$ cat config.mk
export PLATFORM = sky130hd
export DESIGN_NAME = cofre_prog
export DESIGN_NICKNAME = d
export VERILOG_FILES = /design/src/rtl/cofre_pkg.sv /design/src/rtl/cofre_timer.sv /design/src/rtl/cofre_prog.sv
export SDC_FILE = /design/constraint.sdc
export NUM_CORES = 1
export LEC_CHECK = 0
export BUFFER_PORTS_ARGS = -buffer_cell sky130_fd_sc_hd__buf_4
export CORE_MARGIN = 4
export CORE_UTILIZATION = 55
export DETAILED_ROUTE_END_ITERATION = 10
export PLACE_DENSITY = 0.75
export SLEW_MARGIN = 5
export SYNTH_ARGS = -nofsm -noshare
export SYNTH_HDL_FRONTEND = slang
export SYNTH_SLANG_ARGS = --single-unit
$ cat constraint.sdc
create_clock -name clk -period 2.9 [get_ports clk]
set_clock_uncertainty 0.15 [all_clocks]
set_input_delay 0.29 -clock clk [delete_from_list [all_inputs] [get_ports clk]]
set_output_delay 0.29 -clock clk [all_outputs]
set_load 0.01 [all_outputs]
$ cat src/rtl/cofre_pkg.sv
`default_nettype none
// ============================================================================
//  Module      : cofre_pkg
//  Description : Shared types and constants for the cofre_prog combination
//                lock controller: FSM state encoding and the factory code for
//                the 2-bit / 5-symbol configuration.
//  Revision    : 1.0 - initial release
// ============================================================================
package cofre_pkg;

    // Controller states, 3-bit encoding.
    typedef enum logic [2:0] {
        ST_IDLE    = 3'd0,
        ST_ENTRY   = 3'd1,
        ST_OPEN    = 3'd2,
        ST_PROG    = 3'd3,
        ST_LOCKOUT = 3'd4
    } state_t;

    // Factory code for SYM_W=2, CODE_LEN=5.
    // Symbol 0 (entered first) sits in the low bits: 01,11,01,01,10.
    localparam int unsigned c_def_sym_w    = 2;
    localparam int unsigned c_def_code_len = 5;
    localparam logic [c_def_sym_w*c_def_code_len-1:0] c_default_code = 10'h25D;

    // Width of a counter indexing n items; never below one bit so that a
    // single-symbol code still has a legal index register.
    function automatic int unsigned idx_width(input int unsigned n);
        return (n > 1) ? $clog2(n) : 1;
    endfunction

endpackage
`default_nettype wire

$ cat src/rtl/cofre_timer.sv
`default_nettype none
// ============================================================================
//  Module      : cofre_timer
//  Description : Loadable down-counter used for the lockout interval.
//                Loading sets the count to LOAD_VAL; afterwards it counts down
//                once per clock until it reaches zero and then holds.
//                o_done is high while the count is 1 or 0, i.e. when the
//                coming edge brings (or has brought) the count to zero.
//  Ports       : clk     - clock, falling-edge active
//                rst     - asynchronous reset, active low
//                i_load  - reload the counter with LOAD_VAL
//                o_done  - interval expires on the coming edge
//  Revision    : 1.0 - initial release
// ============================================================================
module cofre_timer #(
    parameter int unsigned WIDTH    = 5,
    parameter int unsigned LOAD_VAL = 16
) (
    input  logic clk,
    input  logic rst,
    input  logic i_load,
    output logic o_done
);

    localparam logic [WIDTH-1:0] c_load = WIDTH'(LOAD_VAL);
    localparam logic [WIDTH-1:0] c_one  = WIDTH'(1);

    logic [WIDTH-1:0] r_count;

    always_ff @(negedge clk or negedge rst) begin
        if (!rst) begin
            r_count <= '0;
        end else if (i_load) begin
            r_count <= c_load;
        end else if (r_count != '0) begin
            r_count <= r_count - c_one;
        end
    end

    assign o_done = (r_count <= c_one);

endmodule
`default_nettype wire

$ cat src/rtl/cofre_prog.sv
`default_nettype none
// ============================================================================
//  Module      : cofre_prog
//  Description : Parametrised combination-lock controller. Collects CODE_LEN
//                symbols, compares the full entry with the stored code, limits
//                consecutive failures with a timed lockout, and allows the code
//                to be reprogrammed while the vault is open.
//                All state updates happen on the falling edge of clk.
//  Ports       : clk       - clock, falling-edge active
//                rst       - asynchronous reset, active low
//                sym_valid - sym carries a new symbol this cycle
//                sym       - entered symbol
//                relock    - close the vault (OPEN/PROG)
//                prog_en   - request reprogramming (OPEN)
//                unlocked  - vault open (registered)
//                fail      - one-cycle pulse after a wrong complete entry
//                lockout   - high while locked out
//                prog_busy - high while reprogramming
//                tries     - consecutive failed entries
//  Revision    : 1.0 - initial release
// ============================================================================
module cofre_prog
    import cofre_pkg::*;
#(
    parameter int unsigned                 SYM_W        = 2,
    parameter int unsigned                 CODE_LEN     = 5,
    parameter int unsigned                 MAX_TRIES    = 3,
    parameter int unsigned                 LOCKOUT_CYC  = 16,
    parameter logic [CODE_LEN*SYM_W-1:0]   DEFAULT_CODE = c_default_code
) (
    input  logic                               clk,
    input  logic                               rst,
    input  logic                               sym_valid,
    input  logic [SYM_W-1:0]                   sym,
    input  logic                               relock,
    input  logic                               prog_en,
    output logic                               unlocked,
    output logic                               fail,
    output logic                               lockout,
    output logic                               prog_busy,
    output logic [$clog2(MAX_TRIES+1)-1:0]     tries
);

    localparam int unsigned c_code_w  = CODE_LEN * SYM_W;
    localparam int unsigned c_idx_w   = idx_width(CODE_LEN);
    localparam int unsigned c_tries_w = $clog2(MAX_TRIES + 1);
    localparam int unsigned c_tmr_w   = $clog2(LOCKOUT_CYC + 1);

    localparam logic [c_idx_w-1:0]   c_last_idx = c_idx_w'(CODE_LEN - 1);
    localparam logic [c_idx_w-1:0]   c_idx_one  = c_idx_w'(1);
    localparam logic [c_tries_w-1:0] c_last_try = c_tries_w'(MAX_TRIES - 1);
    localparam logic [c_tries_w-1:0] c_try_one  = c_tries_w'(1);

    // ------------------------------------------------------------------
    // State
    // ------------------------------------------------------------------
    state_t                 r_state;
    logic [c_idx_w-1:0]     r_idx;
    logic [c_tries_w-1:0]   r_tries;
    logic [c_code_w-1:0]    r_code;
    logic [c_code_w-1:0]    r_entry;
    logic [c_code_w-1:0]    r_shadow;
    logic                   r_fail;
    logic                   r_unlocked;
    logic                   r_lockout;
    logic                   r_prog_busy;

    state_t                 w_state_n;
    logic [c_idx_w-1:0]     w_idx_n;
    logic [c_tries_w-1:0]   w_tries_n;
    logic [c_code_w-1:0]    w_code_n;
    logic [c_code_w-1:0]    w_entry_n;
    logic [c_code_w-1:0]    w_shadow_n;
    logic                   w_fail_n;
    logic                   w_tmr_load;
    logic                   w_tmr_done;

    // Entry / shadow contents with the current symbol dropped into slot idx.
    // The last symbol is never stored before comparison: the compare uses
    // this merged view so the decision is made on the same edge.
    logic [c_code_w-1:0]    w_entry_ins;
    logic [c_code_w-1:0]    w_shadow_ins;
    logic                   w_last_sym;
    logic                   w_match;

    always_comb begin
        w_entry_ins  = r_entry;
        w_shadow_ins = r_shadow;
        w_entry_ins[r_idx*SYM_W +: SYM_W]  = sym;
        w_shadow_ins[r_idx*SYM_W +: SYM_W] = sym;
    end

    assign w_last_sym = (r_idx == c_last_idx);
    assign w_match    = (w_entry_ins == r_code);

    // ------------------------------------------------------------------
    // Lockout timer
    // ------------------------------------------------------------------
    cofre_timer #(
        .WIDTH    (c_tmr_w),
        .LOAD_VAL (LOCKOUT_CYC)
    ) u_timer (
        .clk    (clk),
        .rst    (rst),
        .i_load (w_tmr_load),
        .o_done (w_tmr_done)
    );

    // ------------------------------------------------------------------
    // Next-state logic
    // ------------------------------------------------------------------
    always_comb begin
        w_state_n  = r_state;
        w_idx_n    = r_idx;
        w_tries_n  = r_tries;
        w_code_n   = r_code;
        w_entry_n  = r_entry;
        w_shadow_n = r_shadow;
        w_fail_n   = 1'b0;
        w_tmr_load = 1'b0;

        case (r_state)
            // IDLE and ENTRY share the collection path; idx is 0 in IDLE,
            // so a one-symbol code completes straight from IDLE.
            ST_IDLE, ST_ENTRY: begin
                if (sym_valid) begin
                    w_entry_n = w_entry_ins;
                    if (w_last_sym) begin
                        w_idx_n = '0;
                        if (w_match) begin
                            w_state_n = ST_OPEN;
                            w_tries_n = '0;
                        end else begin
                            w_fail_n  = 1'b1;
                            w_tries_n = r_tries + c_try_one;
                            if (r_tries == c_last_try) begin
                                w_state_n  = ST_LOCKOUT;
                                w_tmr_load = 1'b1;
                            end else begin
                                w_state_n = ST_IDLE;
                            end
                        end
                    end else begin
                        w_idx_n   = r_idx + c_idx_one;
                        w_state_n = ST_ENTRY;
                    end
                end
            end

            ST_OPEN: begin
                if (relock) begin
                    w_state_n = ST_IDLE;
                end else if (prog_en) begin
                    w_state_n = ST_PROG;
                    w_idx_n   = '0;
                end
            end

            ST_PROG: begin
                if (relock) begin
                    w_state_n = ST_IDLE;
                    w_idx_n   = '0;
                end else if (sym_valid) begin
                    w_shadow_n = w_shadow_ins;
                    if (w_last_sym) begin
                        w_code_n  = w_shadow_ins;
                        w_idx_n   = '0;
                        w_state_n = ST_OPEN;
                    end else begin
                        w_idx_n = r_idx + c_idx_one;
                    end
                end
            end

            ST_LOCKOUT: begin
                if (w_tmr_done) begin
                    w_state_n = ST_IDLE;
                    w_tries_n = '0;
                end
            end

            default: begin
                w_state_n = ST_IDLE;
                w_idx_n   = '0;
            end
        endcase
    end

    // ------------------------------------------------------------------
    // Registers; outputs are decoded from the next state so they change
    // on the same edge as the state itself.
    // ------------------------------------------------------------------
    always_ff @(negedge clk or negedge rst) begin
        if (!rst) begin
            r_state     <= ST_IDLE;
            r_idx       <= '0;
            r_tries     <= '0;
            r_code      <= DEFAULT_CODE;
            r_entry     <= '0;
            r_shadow    <= '0;
            r_fail      <= 1'b0;
            r_unlocked  <= 1'b0;
            r_lockout   <= 1'b0;
            r_prog_busy <= 1'b0;
        end else begin
            r_state     <= w_state_n;
            r_idx       <= w_idx_n;
            r_tries     <= w_tries_n;
            r_code      <= w_code_n;
            r_entry     <= w_entry_n;
            r_shadow    <= w_shadow_n;
            r_fail      <= w_fail_n;
            r_unlocked  <= (w_state_n == ST_OPEN) || (w_state_n == ST_PROG);
            r_lockout   <= (w_state_n == ST_LOCKOUT);
            r_prog_busy <= (w_state_n == ST_PROG);
        end
    end

    assign unlocked  = r_unlocked;
    assign fail      = r_fail;
    assign lockout   = r_lockout;
    assign prog_busy = r_prog_busy;
    assign tries     = r_tries;

endmodule
`default_nettype wire
======== Word level (Yosys, flattened, before mapping) ========
Index checks and enable logic that the tools add are counted.
word-level totals
  output and inout port bits .............. 6
  bits in registers ....................... 47
cells by class
  bitwise gates (word level) .............. 2
  magnitude comparators ................... 1
  reduce and logical (&&, ||, !) cells .... 11
  add/subtract/negate cells ............... 4
  shift-type cells ........................ 2
  mux-type cells .......................... 35
  eq/ne operators ......................... 15
operators with widths
  operator                                                         number
  two-way mux 3 bit                                                15
  negator 4 -> 34 bit                                              1
  variable shift 2 x 34 -> 10 bit (first input constant)           1
  variable part select 2 x 34 -> 10 bit                            1
  one-hot mux 3 bit (4 select lines)                               2
  bitwise mux 10 bit                                               2
  == test 3 x 2 -> 1 bit (second input constant)                   4
  == test 10 bit                                                   1
  two-way mux 5 bit                                                2
  == test 3 bit (second input constant)                            3
  two-way mux 1 bit                                                9
  two-way mux 2 bit                                                4
  != test 2 bit (second input constant)                            4
  AND reduction 4 bit                                              2
  AND reduction 3 bit                                              2
  less-or-equal comparator 5 x 1 -> 1 bit (second input constant)  1
  nonzero test 5 bit                                               1
  subtractor 5 x 1 -> 5 bit (second input constant)                1
  one-hot mux 2 bit (2 select lines)                               1
  nonzero test 2 bit                                               2
  adder 3 x 1 -> 3 bit (second input constant)                     1
  == test 3 x 1 -> 1 bit (second input constant)                   1
  zero test 3 bit                                                  1
  adder 2 x 1 -> 2 bit (second input constant)                     1
  6 further kinds                                                  7

======== Depth between registers and ports, before layout ========
Gate-level depths: netlist (run 1).
  depth in word-level cells ............... 10
  gate-level depth with buffers ........... 11
  depth with buffers taken out ............ 9

======== By module ========
Synthesis (run 1) repeated with hierarchy kept, for this count alone.
second synthesis, totals
  cell total of the unflattened synthesis .. 277
  area, all modules ....................... 2605.0 um^2
by module, submodules not included
  module       cells each  times used  seq. area each (um^2)  area each (um^2)
  cofre_prog   249         1           1058.5                 2328.5
  cofre_timer  28          1           125.1                  276.5

==> impl_metrics.ini, run 1 <==
[synthesis]
synth_edf_count = 0
synth.most_common_cell = dfrtn_1
syn-num-nets = 277
synth_seq_cells = 47
syn_area_sq_mm = 0.00268
synth-async-reset-ratio_pct = 100
syn_inst = 261
synth_top_family_by_area = simple AND/OR/NAND/NOR gates
ys_types = 51
ys.flop_type = dfrtn_1
yosys-top-cells-area = dfrtn_1 38%, mux2_2 7.6%, dfstp_2 5.9%
synth.avg_cell_area_sq_um = 10.3
synth_compound_area_share_pct = 13.2
synth_xor_area_share_pct = 2.61
yosys.area_share.simple_pct = 18.7
synthMuxAreaShare_pct = 12.9
synth_top_cell_by_area = dfrtn_1
synth_top_area_share_pct = 38.3
synthAdderAreaFrac_pct = 4.20
yosysSeqAreaShare_pct = 44.1
yosys_warnings = 0
synth_common_cells = 41 x dfrtn_1, 29 x nand2_1, 18 x mux2_2, 18 x nor2_1, 16 x o21ai_0

[floorplan]
core_area_sq_mm = 0.00472
row_count = 25
die_y_um = 77.8
start_util_pct = 56.8
dieArea_sq_mm = 0.00606
io_pins = 13
die-width_um = 77.8

[timing]
worstMarginPinSlew_ps = 584
slew_violations = 0
fin_ws_ps = -236
relSlewSlack_pct = 61.0
rsz0062_at_grt = true
finalHoldViolCount = 0
final-setup-viol-count = 12

[pwr]
total_power_uw = 2850
clock_power_share_pct = 16.9
power.density_mw_per_mm2 = 856
peakVddDrop_uv = 499
p_sw_share_pct = 39.0
p_sw_uw = 1110
intPower_uw = 1740
comb_power_share_pct = 49.3
seqPwrFrac_pct = 33.8
power_leakage_uw = 0.00155

[global_routing]
grt_antenna_before_repair = 0
grt-ovfl-total = 0
grt_pass1_vias = 2113
grt_start_max_net_pins = 48
grt_use_total_pct = 21.3
grt_pass1_wl_um = 10000

[final_layout]
drive_gt1_share_pct = 34.4
utilization_pct = 70.5
fill_cells = 340
diodes = 0
design.final.nets = 329
stdcell_area_sq_mm = 0.00333
area_delta_synth_final_pct = 24.1

[run_status]
outcome = finished, violations left
failed_checks = setup timing

[setup_path]
crit_type = input port to flop
critPathTopFamily = compound AO/OA/AOI/OAI gates
cp_data_arrival_time_ps = 1690
worstPathMaxFanout = 5
start_kind = input port
critical_path.slowest_cell = a221o_2
critPathBufInv = 1
crit_chain = buf_12 -> and3_4 -> o22ai_2 -> a221o_2 -> nor4_4 -> a41oi_2 -> a211o_1
worst_setup_path_end_kind = flop
cpPeakStageDelay_ps = 380
required_ps = 1460

[clock_tree]
cts-root-buf = clkbuf_8
cts_tree = yes
clkTransAtPathRegs_ps = 60
clk_latency_ps = 360
cts.sinks = 47
htreeDepth = 2
cts.path.max_buffers = 2
cts_buffers = 5

[placement]
placed_area_sq_mm = 0.00311
port_buffers = 12
hpwl_um = 4360
place_congestion = 0.897

[drt]
wl_per_cell_um = 15.5
dr.pass1.iters = 4
totalWireLength_um = 5910
via_per_inst = 5.38
antenna_left = 0
drt_iter0_markers = 62
drc = 0
vias = 2049

[job]
maxCapViolCount = 0

[min_path]
hp-class = flop to flop
state kept, by name, indices dropped and copies added (netlist names):
name	count
fail	1
lockout	1
prog_busy	1
r_code	10
r_entry	10
r_idx	3
r_shadow	10
r_state	3
tries	2
u_timer.r_count	5
unlocked	1
power by group through the flow:
stage / logic [uW] / clock network, uW / registers, uW
final: 1400 / 482 / 962
after global placement: 1330 / 15.0 / 958
after floorplan: 998 / 15.0 / 945
after CTS: 1400 / 494 / 959
after global routing: 1530 / 527 / 984
after detailed placement: 1360 / 15.0 / 970
path summary, 6_finish.rpt:
check	startpoint	slack [ps]	to	cells after the start
setup / recovery	sym[0]	-240	u_timer.r_count[4]$_DFFE_NN0P_	7
hold / removal	r_shadow[1]$_DFFE_NN0P_	290	r_shadow[1]$_DFFE_NN0P_	2
setup reg to reg	r_idx[0]$_DFFE_NN0P_	-30	u_timer.r_count[4]$_DFFE_NN0P_	9
hold reg to reg	r_shadow[1]$_DFFE_NN0P_	290	r_shadow[1]$_DFFE_NN0P_	2
max in group asynchronous	rst	970	r_code[6]$_DFFE_NN1P_	1
min in group asynchronous	rst	1170	r_idx[1]$_DFFE_NN0P_	1
worst reg2reg max path, cell delays in order, from the launching register on:
cell	delay, ps
dfrtn_1	410
inv_1	50
ha_1	240
ha_1	400
and4bb_1	280
mux2i_2	280
o221ai_2	150
nor4_4	340
a41oi_2	210
a211o_1	270
area by class of cell:
cell class                      count  area [sq um]  share of cell area, %
Multi-Input combinational cell    192          1470                   44.2
Timing Repair Buffer               50           423                   12.7
Tap cell                           67          83.8                   2.52
Inverter                           11          41.3                   1.24
Clock inverter                      8          31.3                  0.940
Clock buffer                        6          93.8                   2.82
Sequential cell                    47          1180                   35.6
placed cells by master (no fill, tap or decap), types with 2 or more instances in the layout:
cell,Yosys,layout
nor2_1,18,17
ha_1,9,9
inv_1,12,17
nand2_2,0,5
o21ai_0,16,7
a22o_1,3,3
buf_6,4,2
a211oi_1,2,2
and2b_1,2,2
and2_1,6,5
mux2_2,18,14
buf_4,0,45
nand4_1,2,2
a21oi_1,11,10
xor2_1,2,2
dfstp_2,6,6
nand3_1,3,3
dfrtn_1,41,41
o21ai_1,2,10
a21o_1,2,2
clkbuf_8,0,5
nor3_1,5,3
and4bb_1,2,2
a31oi_1,3,3
mux2_4,0,4
xnor2_1,6,5
nand2_1,29,24
or2b_1,3,3
nand2b_1,8,8
a31o_1,2,2
nor2b_1,3,3
mux2i_1,13,13
cell families (layout without fill, tap and decap cells):
logic type / after synthesis / after routing
AND/OR/NAND/NOR: 91 / 91
XOR/XNOR: 8 / 8
buffers and inverters: 22 / 75
adder cells (fa/ha/maj): 9 / 9
flip-flops: 47 / 47
multiplexers: 32 / 32
AO/OA/AOI/OAI: 52 / 52
layer usage:
| layer | track usage [%] | up-vias | share of wire (%) |
|---|---|---|---|
| met4 | 9.43 | 0 | 2.6 |
| met5 | 0 | - | 0 |
| li1 | - | 1020 | - |
| met1 | 26.4 | 979 | 44 |
| met3 | 3.94 | 13 | 3.1 |
| met2 | 36.0 | 37 | 50 |
through the flow:
step | instances | setup slack [ps] | TNS, ps | hold slack (ps)
after floorplan | 261 | -456 | -4520 | 258
after global placement | 365 | -537 | -10320 | 283
after detailed placement | 365 | -628 | -11410 | 289
after CTS | 381 | -230 | -1660 | 290
after global routing | 381 | -292 | -2670 | 328
final | 381 | -236 | -1830 | 292
timing repair:
| action | 4_1_cts | 5_1_grt |
|---|---|---|
| gates cloned | 1 | 0 |
| gates resized for setup | 13 | 0 |
| pin swaps | 6 | 3 |
| endpoints found under the setup margin | 18 | 14 |
| hold buffers | 0 | 0 |
| buffers inserted | 2 | 1 |
Power figures use the tool's default switching activity.
==> run 2: changes to the inputs <==
- REMOVE_ABC_BUFFERS: unset -> 1
==> impl_metrics.ini, run 2 (synthesized netlist as in run 1, its figures left out) <==
[final_layout]
drive_gt1_share_pct = 36.0
area_delta_synth_final_pct = 27.7
seqCellArea_sq_mm = 0.00118
layout_commonest_cell = dfrtn_1
stdcell_area_sq_mm = 0.00342
diodes = 0
layout_common_cells = 41 x dfrtn_1, 37 x buf_4, 26 x nand2_1
top_regs = r_code: 10 flops, r_entry: 10 flops, r_shadow: 10 flops
fill_cells = 329
multiInputGateArea_sq_mm = 0.00153
design.final.nets = 329

[drt]
vias = 2144
antenna_left = 0
wl_per_cell_um = 16.2
via_per_inst = 5.63
dr.pass1.iters = 4
drc = 0
totalWireLength_um = 6160
drt_iter0_markers = 158

[placement]
hpwl_um = 3950
placed_area_sq_mm = 0.00301
port_buffers = 12
pre_cts_ws_ps = -730
place_congestion = 0.867

[clock_tree]
cts_tree = yes
cts.path.max_buffers = 2
cts.sinks = 47
cts_buffers = 5
cts-root-buf = clkbuf_8
htreeDepth = 2
clk_latency_ps = 370
clkTransAtPathRegs_ps = 60

[floorplan]
io_pins = 13
row_count = 25
core_area_sq_mm = 0.00472
die-width_um = 77.8
start_util_pct = 56.8
dieArea_sq_mm = 0.00606
die_y_um = 77.8

[timing]
worstMarginPinSlew_ps = 588
relSlewSlack_pct = 60.8
fin_ws_ps = -334
slew_violations = 0
rsz0062_at_grt = true
final-setup-viol-count = 12
finalHoldViolCount = 0

[global_routing]
grt_start_max_net_pins = 48
grt_pass1_wl_um = 10700
grt-ovfl-total = 0
grt_antenna_before_repair = 0
grt_pass1_vias = 2224
grt_use_total_pct = 22.5

[min_path]
hp-class = flop to flop

[setup_path]
worst_setup_path_end_kind = flop
crit_type = input port to flop
required_ps = 1450
worstPathMaxFanout = 5
critical_path.slowest_cell = a2111oi_4
cpPeakStageDelay_ps = 360
critPathBufInv = 1
cp_data_arrival_time_ps = 1780
start_kind = input port
crit_chain = buf_8 -> and2b_2 -> xnor2_2 -> a31oi_2 -> a2111oi_4 -> nand4_1 -> a22o_1
critPathTopFamily = compound AO/OA/AOI/OAI gates

[pwr]
power.density_mw_per_mm2 = 888
comb_power_share_pct = 49.9
power_leakage_uw = 0.00158
peakVddDrop_uv = 539
p_sw_share_pct = 38.5
p_sw_uw = 1170
clock_power_share_pct = 18.7
intPower_uw = 1870
seqPwrFrac_pct = 31.4

[job]
maxCapViolCount = 0

[run_status]
failed_checks = setup timing
outcome = finished, violations left
## run 2: cell types whose count changed in the layout (fill, tap and decap cells not counted), sizes merged
cell	delta
bufinv	+1
clkinvlp	-1
clkbuf	+1
inv	-1
## run 2: final cells by class
| type | count | share of cell area, % |
|---|---|---|
| Inverter | 11 | 1.21 |
| Clock buffer | 7 | 2.85 |
| Multi-Input combinational cell | 192 | 44.8 |
| Clock inverter | 7 | 1.53 |
| Timing Repair Buffer | 50 | 12.6 |
| Tap cell | 67 | 2.45 |
| Sequential cell | 47 | 34.6 |
## run 2: path summary, 6_finish.rpt
kind / startpoint / cells after the start / to / slack (ps)
worst max-delay path: sym[1] / 7 / tries[0]$_DFFE_NN0P_ / -330
worst max register to register: r_idx[1]$_DFFE_NN0P_ / 10 / tries[0]$_DFFE_NN0P_ / -90
worst min-delay path: r_shadow[1]$_DFFE_NN0P_ / 2 / r_shadow[1]$_DFFE_NN0P_ / 290
worst min register to register: r_shadow[1]$_DFFE_NN0P_ / 2 / r_shadow[1]$_DFFE_NN0P_ / 290
max in group asynchronous: rst / 1 / r_code[6]$_DFFE_NN1P_ / 960
min in group asynchronous: rst / 1 / r_shadow[0]$_DFFE_NN0P_ / 1160
## run 2: stage by stage
stage | utilization (%) | cells | hold slack [ps] | setup TNS (ps) | power (uW)
after floorplan | - | 251 | 260 | -9790 | 1870
after global placement | 63.8 | 360 | 274 | -16600 | 2210
after detailed placement | 63.8 | 360 | 295 | -17230 | 2250
after CTS | 71.5 | 383 | 296 | -2270 | 2940
after global routing | 72.5 | 381 | 325 | -3590 | 3260
final | 72.5 | 381 | 290 | -2880 | 3040
## run 2: repair_timing
item / in CTS / in global routing
gates resized for setup: 34 / 16
endpoints found under the hold margin: 0 / 0
endpoints found under the setup margin: 26 / 25
pin swaps: 20 / 11
setup buffers: 11 / 3
hold buffers: 0 / 0
## run 2: metal layers
metal | global-route usage [%] | vias up | routed length [um]
met4 | 9.25 | 0 | 214
met1 | 27.8 | 1047 | 2580
met2 | 37.7 | 58 | 3090
met3 | 5.10 | 19 | 275
met5 | 0 | - | 0
li1 | - | 1020 | -
## run 2: power by group through the flow
stage	registers [uW]	logic (uW)	clock network (uW)
after global placement	953	1240	15.0
final	956	1520	568
after floorplan	955	899	15.0
after detailed placement	960	1270	15.0
after CTS	950	1420	578
after global routing	976	1660	628
## run 2: worst register-to-register path: stages (launching register included)
cell and delay, ps:
dfrtn_1 420, inv_1 50, ha_1 210, ha_1 370
nor4b_2 270, and2_1 230, buf_4 170, a21oi_1 70
nor4_4 360, nand4_1 260, a22o_1 270
==> run 3: changes to the inputs <==
- BUFFER_PORTS_ARGS: -buffer_cell sky130_fd_sc_hd__buf_4 -> -buffer_cell sky130_fd_sc_hd__buf_2
==> impl_metrics.ini, run 3 (synthesized netlist as in run 1, its figures left out) <==
[clock_tree]
cts_tree = yes
htreeDepth = 2
clk_latency_ps = 360
clkTransAtPathRegs_ps = 60
cts-root-buf = clkbuf_8
ctsHoldBuffers = 0
cts.sinks = 47
cts.path.max_buffers = 2
cts_buffers = 5

[timing]
relSlewSlack_pct = 72.5
finalHoldViolCount = 0
rsz0062_at_grt = true
slew_violations = 0
timing.hold.ws_ps = 302
worstMarginPinSlew_ps = 410
final-setup-viol-count = 19
fin_ws_ps = -240

[final_layout]
layout_commonest_cell = dfrtn_1
layout_common_cells = 41 x dfrtn_1, 28 x buf_4, 24 x nand2_1
drive_gt1_share_pct = 34.0
utilization_pct = 71.1
area_delta_synth_final_pct = 25.2
diodes = 0
design.final.nets = 327
fill_cells = 338
top_regs = r_code: 10 flops, r_entry: 10 flops, r_shadow: 10 flops
stdcell_area_sq_mm = 0.00336

[setup_path]
critical_path.endpoint = u_timer.r_count[4]$_DFFE_NN0P_
ff2ff_path_depth = 10
crit_type = input port to flop
r2r_start = r_idx[0]$_DFFE_NN0P_
worstPathMaxFanout = 5
startpoint = sym[1]
critical_path.slowest_cell = a2111oi_4
worst_setup_path_end_kind = flop
start_kind = input port
reg2reg_to = u_timer.r_count[4]$_DFFE_NN0P_
cp_data_arrival_time_ps = 1690
cpPeakStageDelay_ps = 290
ff2ff_setup_slack_ps = -70
required_ps = 1450
crit_chain = buf_8 -> and2b_2 -> xnor2_1 -> a31oi_1 -> a2111oi_4 -> a41oi_2 -> a211o_1

[placement]
hpwl_um = 4120
placed_area_sq_mm = 0.00302
place_congestion = 0.881
port_buffers = 12

[pwr]
clock_power_share_pct = 16.9
peakVddDrop_uv = 659
p_sw_share_pct = 39.3
p_sw_uw = 1130
comb_power_share_pct = 49.9
intPower_uw = 1750
seqPwrFrac_pct = 33.2
power.density_mw_per_mm2 = 859
power_leakage_uw = 0.00160

[drt]
antenna_left = 0
vias = 2135
drt_iter0_markers = 125
wl_per_cell_um = 16.0
totalWireLength_um = 6070
via_per_inst = 5.63
dr.pass1.iters = 4
drc = 0

[floorplan]
die-width_um = 77.8
core_area_sq_mm = 0.00472
row_count = 25
dieArea_sq_mm = 0.00606
die_y_um = 77.8
io_pins = 13
start_util_pct = 56.8

[global_routing]
grt_start_max_net_pins = 21
grt_antenna_before_repair = 0
grt-ovfl-total = 0
grt_pass1_wl_um = 10100
grt_pass1_vias = 2216
grt_use_total_pct = 21.4

[min_path]
hp-class = flop to flop

[run_status]
failed_checks = setup timing
outcome = finished, violations left

[job]
maxCapViolCount = 0
[run 3: routing by layer]
layer | vias to the layer above | global-route usage (%) | routed length [um]
li1 | 1016 | - | -
met1 | 1052 | 26.2 | 2660
met2 | 47 | 35.3 | 3000
met3 | 20 | 4.76 | 230
met4 | 0 | 10.9 | 175
met5 | - | 0 | 0
[run 3: timing repair]
item / 4_1_cts / 5_1_grt
endpoints found under the setup margin: 30 / 29
gates resized for setup: 37 / 11
pin swaps: 18 / 3
setup buffers: 2 / 1
[run 3: power groups by stage]
| stage | combinational (uW) | clock, uW | sequential [uW] |
|---|---|---|---|
| floorplan | 899 | 15.0 | 955 |
| global placement | 1230 | 15.0 | 952 |
| detailed placement | 1280 | 15.0 | 958 |
| CTS | 1390 | 501 | 951 |
| global route | 1580 | 533 | 975 |
| finish | 1440 | 489 | 957 |
[run 3: worst min path at each step]
stage / from / to / depth (start not counted)
after detailed placement: r_shadow[1]$_DFFE_NN0P_ / r_shadow[1]$_DFFE_NN0P_ / 2
after floorplan: r_shadow[1]$_DFFE_NN0P_ / r_shadow[1]$_DFFE_NN0P_ / 2
final: r_shadow[4]$_DFFE_NN0P_ / r_shadow[4]$_DFFE_NN0P_ / 1
after CTS: r_shadow[1]$_DFFE_NN0P_ / r_shadow[1]$_DFFE_NN0P_ / 2
after global placement: r_shadow[1]$_DFFE_NN0P_ / r_shadow[1]$_DFFE_NN0P_ / 2
after global routing: r_shadow[7]$_DFFE_NN0P_ / r_shadow[7]$_DFFE_NN0P_ / 1
[run 3: worst max-delay path: cells and delay by family]
family	cells	cell delay [ps]
XOR/XNOR	1	150
AND/OR/NAND/NOR	1	220
AO/OA/AOI/OAI	4	920
buffers and inverters	1	110
[run 3: cell type report]
cell class	instances	area, sq um	share of cell area (%)
tap	67	83.8	2.50
multi-input combinational	192	1520	45.3
timing repair buffer	48	403	12.0
clock buffer	7	86.3	2.57
sequential	47	1180	35.2
clock inverter	7	40.0	1.19
inverter	11	41.3	1.23
[run 3: stage by stage]
stage	total power (uW)	setup TNS, ps	cells	worst slack, ps
CTS	2840	-1910	378	-186
detailed placement	2250	-17980	363	-759
global route	3090	-3430	379	-285
floorplan	1870	-9790	251	-462
global placement	2200	-17180	363	-708
finish	2880	-2720	379	-240
